[config.mk]
export PLATFORM = sky130hd
export DESIGN_NAME = mux_3x1
export DESIGN_NICKNAME = d
export VERILOG_FILES = /design/src/rtl/mux_3x1.sv
export SDC_FILE = /design/constraint.sdc
export NUM_CORES = 1
export LEC_CHECK = 0
export CAP_MARGIN = 40
export CORE_ASPECT_RATIO = 1.2
export CORE_MARGIN = 10
export CORE_UTILIZATION = 27
export CTS_CLUSTER_DIAMETER = 200
export DETAILED_ROUTE_END_ITERATION = 8
export PLACE_DENSITY = 0.77
export SETUP_SLACK_MARGIN = 0.5
export SLEW_MARGIN = 5
export SYNTH_ARGS = -nofsm -noshare
export SYNTH_HDL_FRONTEND = slang
export SYNTH_SLANG_ARGS = --single-unit
[constraint.sdc]
create_clock -name clk -period 0.8 [get_ports clk]
set_input_delay 0.12 -clock clk [delete_from_list [all_inputs] [get_ports clk]]
set_output_delay 0.12 -clock clk [all_outputs]
set_load 0.05 [all_outputs]
[src/rtl/mux_3x1.sv]
// mux_3x1: 3-to-1 selector for datapath operand A.
//   select 00 -> in_00 (data memory), 01 -> in_01 (extender), 10 -> in_10 (ALU).
//   select 11 is illegal: it drives zero, or the last legally selected value
//   when MUX_3X1_SEL_HOLD_EN is defined.
// mux_out is combinational; mux_out_q and sel_err are registered copies for
// pipeline/debug consumers. Asynchronous active-low reset on rst_n.
module mux_3x1 #(
  parameter int unsigned DATA_WIDTH = 16
) (
  input  logic                  clk,
  input  logic                  rst_n,
  input  logic [DATA_WIDTH-1:0] in_00,
  input  logic [DATA_WIDTH-1:0] in_01,
  input  logic [DATA_WIDTH-1:0] in_10,
  input  logic [1:0]            select_3x1,
  output logic [DATA_WIDTH-1:0] mux_out,
  output logic [DATA_WIDTH-1:0] mux_out_q,
  output logic                  sel_err
);

`ifdef MUX_3X1_SEL_HOLD_EN
  logic [DATA_WIDTH-1:0] hold_q;

  // Remember the last legally selected value for replay on the illegal code.
  always_ff @(posedge clk or negedge rst_n) begin
    if (!rst_n) begin
      hold_q <= '0;
    end else if (select_3x1 != 2'b11) begin
      hold_q <= mux_out;
    end
  end
`endif

  // Select the operand; an unknown select falls to default and yields X in simulation.
  always_comb begin
    mux_out = '0;
    case (select_3x1)
      2'b00:   mux_out = in_00;
      2'b01:   mux_out = in_01;
      2'b10:   mux_out = in_10;
`ifdef MUX_3X1_SEL_HOLD_EN
      2'b11:   mux_out = hold_q;
`else
      2'b11:   mux_out = '0;
`endif
      default: mux_out = 'x;
    endcase
  end

  // Registered copy of the selection and a one-cycle illegal-select flag.
  always_ff @(posedge clk or negedge rst_n) begin
    if (!rst_n) begin
      mux_out_q <= '0;
      sel_err   <= 1'b0;
    end else begin
      mux_out_q <= mux_out;
      sel_err   <= (select_3x1 == 2'b11);
    end
  end

endmodule

==> run metrics <==
area added between synthesis and finish=214%; commonest non-fill, non-tap cells in the layout=buf_12, dlygate4sd2_1, clkdlybuf4s50_1, o2bb2ai_4, dfrtp_1; Hold Crit Class=primary input to async pin; Synth Net Count=109; cell row count=22; die width=72.2 um; RSZ-0062 raised after global routing=true; die height=82.6 um; fin crit share=1.49; post-synthesis mux area share=0.182; Startpoint Class=primary input; PwrDens=1300 nW/um^2; post-route ant nets=0; Worst Path Arrival=approximately 1.1 ns; core area=slightly above 3000 sq um; Sink Count=17; layout cells sized above 1=0.611; Initial Utilization=0.284; failing checks=setup timing; synthesized area=between 800 and 900 sq um; Yosys warning total=0; total CTS buffers=3; vias in the first global route=between 1000 and 1500; I/O pins=between 80 and 90; vias=between 900 and 1000; Final Max Tran Viols=0; worst path cell trace=buf_12 > buf_12 > nor2b_4 > buf_6 > buf_16 > o2bb2ai_4 > buf_12; XOR/XNOR Fraction of Synth Area=0; largest family of logic cells by synthesized area=compound AO/OA/AOI/OAI gates; CTS tree=done; Avg WL per Cell=~25 um; slew margin rel.=0.827; Area contributors post-synth=dfrtp_1, mux2i_1, o2bb2ai_2; post-synth cell types=10; first-pass GRT wire length=7390 um; die area=about 6000 sq um; Least-Margin Pin Slew=0.254 ns; Crit. End Element=primary output; IR drop worst, VDD=between 1 and 1.5 mV; Clk Tree Root Cell=clkbuf_4; area share of fa/ha/maj cells after synthesis=0; commonest non-fill, non-tap cell in the layout=buf_12; Max-cap violations=0; ANT cells=0; Max stage delay on crit path=roughly 0.16 ns; CP bufs+invs=5; Max Freq=around 840 MHz; simple-gate share of the synthesized area=0.0227; Port Buffer Count=84; initial antenna violation count=0; CP max FO=5; Clock transition at path regs=around 0.12 ns; Synth top area share=0.482; GRT Residual Overflow=0; sequential-to-total area share from yosys stat=0.482; Vias per Instance=4.75; setup violators final=35; TritonRoute pass-1 iters=3; CP required=about 0.68 ns; Tot Pwr=around 3.6 mW; critical path's slowest cell=buf_12; H-tree depth=1; Lkg Pwr=1.14 nW; final net count=about 220; status=complete, but fails checks; WS Path Type=primary input to primary output; DRC=0; hold_buf cts=0; Avg Cell Area, Syn=roughly 15 sq um; Cell Count, Final, Fillers Out=~200; CP dominant cell by count=buf_12; fin crit period=approximately 1.2 ns; First DRT Iteration DRCs=16; final setup margin=-0.395 ns; largest net degree at the start of global routing=18; Compound-Gate Fraction of Synth Area=0.230; cells after synthesis=57; cell family with most CP delay=buffers and inverters; Total Routing Usage GR=0.169; Clock Tree Buf Depth=2; routability cong.=0.728; synthesized flop and latch total=17; post-placement cell count=177; leading area contributor after synthesis=dfrtp_1; routed wire length=roughly 4900 um; Final Hold Vio Count=0
[where the power goes]
| part | switching (mW) | total [mW] | internal [mW] | leakage [nW] |
|---|---|---|---|---|
| Sequential | 0.0665 | 0.999 | 0.933 | 0.207 |
| Combinational | 0.994 | 2.10 | 1.10 | 0.922 |
| Clock | 0.296 | 0.491 | 0.194 | 0.0150 |
| Total | 1.36 | 3.59 | 2.23 | 1.14 |
[per-stage QoR]
| stage | hold slack, ns | utilization | setup TNS, ns | area, sq um | setup WS [ns] |
|---|---|---|---|---|---|
| 2_1_floorplan | -0.176 | - | -6.74 | 1120 | -0.256 |
| 3_3_place_gp | 0.475 | 0.746 | -20.62 | 2320 | -0.733 |
| 3_5_place_dp | 0.484 | 0.746 | -22.01 | 2320 | -0.805 |
| 4_1_cts | 0.154 | 0.873 | -8.83 | 2720 | -0.357 |
| 5_1_grt | 0.134 | 0.889 | -10.22 | 2770 | -0.422 |
| 6_report | 0.140 | 0.889 | -9.23 | 2770 | -0.395 |
[layout make-up]
| type | count | area [sq um] |
|---|---|---|
| Tap cell | 36 | 45.0 |
| Timing Repair Buffer | 107 | 1490 |
| Multi-Input combinational cell | 34 | 779 |
| Fill cell | 120 | 344 |
| Clock buffer | 4 | 26.3 |
| Sequential cell | 17 | 430 |
[logic make-up after synthesis]
kind of cell / count (synthesis)
AO/OA/AOI/OAI: 16
buffers and inverters: 6
AND/OR/NAND/NOR: 2
multiplexers: 16
flip-flops: 17
[sequential cells by signal, indices dropped and copies added (netlist names)]
name and count:
mux_out_q 16, sel_err 1
[cells in the mapped netlist]
| library cell | number |
|---|---|
| dfrtp_1 | 17 |
| mux2i_1 | 16 |
| o2bb2ai_2 | 10 |
| o2bb2ai_1 | 6 |
| buf_6 | 3 |
| and2_1 | 1 |
| buf_12 | 1 |
| buf_2 | 1 |
| buf_8 | 1 |
| nor2b_4 | 1 |
[worst max-delay path by stage]
stage | from | to | slack, ns | cells after the start
finish | select_3x1[0] | mux_out[10] | -0.40 | 7
global route | select_3x1[0] | mux_out[10] | -0.42 | 7
CTS | select_3x1[0] | mux_out[7] | -0.36 | 7
detailed placement | select_3x1[0] | mux_out[13] | -0.81 | 5
global placement | select_3x1[0] | mux_out[11] | -0.73 | 5
floorplan | select_3x1[1] | mux_out_q[0] | -0.26 | 5
[layer usage]
layer	global-route usage	vias to the layer above	share of wire	wire, um
met5	0	-	0	0
li1	-	427	-	-
met1	0.152	455	0.31	1540
met2	0.346	51	0.59	2910
met4	0.0523	0	0.017	85
met3	0.0537	8	0.082	407
[what timing repair did]
| item | in CTS | in global routing |
|---|---|---|
| setup buffers | 9 | 4 |
| gates cloned | 4 | 0 |
| setup endpoints to repair | 50 | 50 |
| gates resized for setup | 73 | 6 |
| pin swaps | 16 | 0 |
No activity file was read; power rests on OpenSTA's default activity.
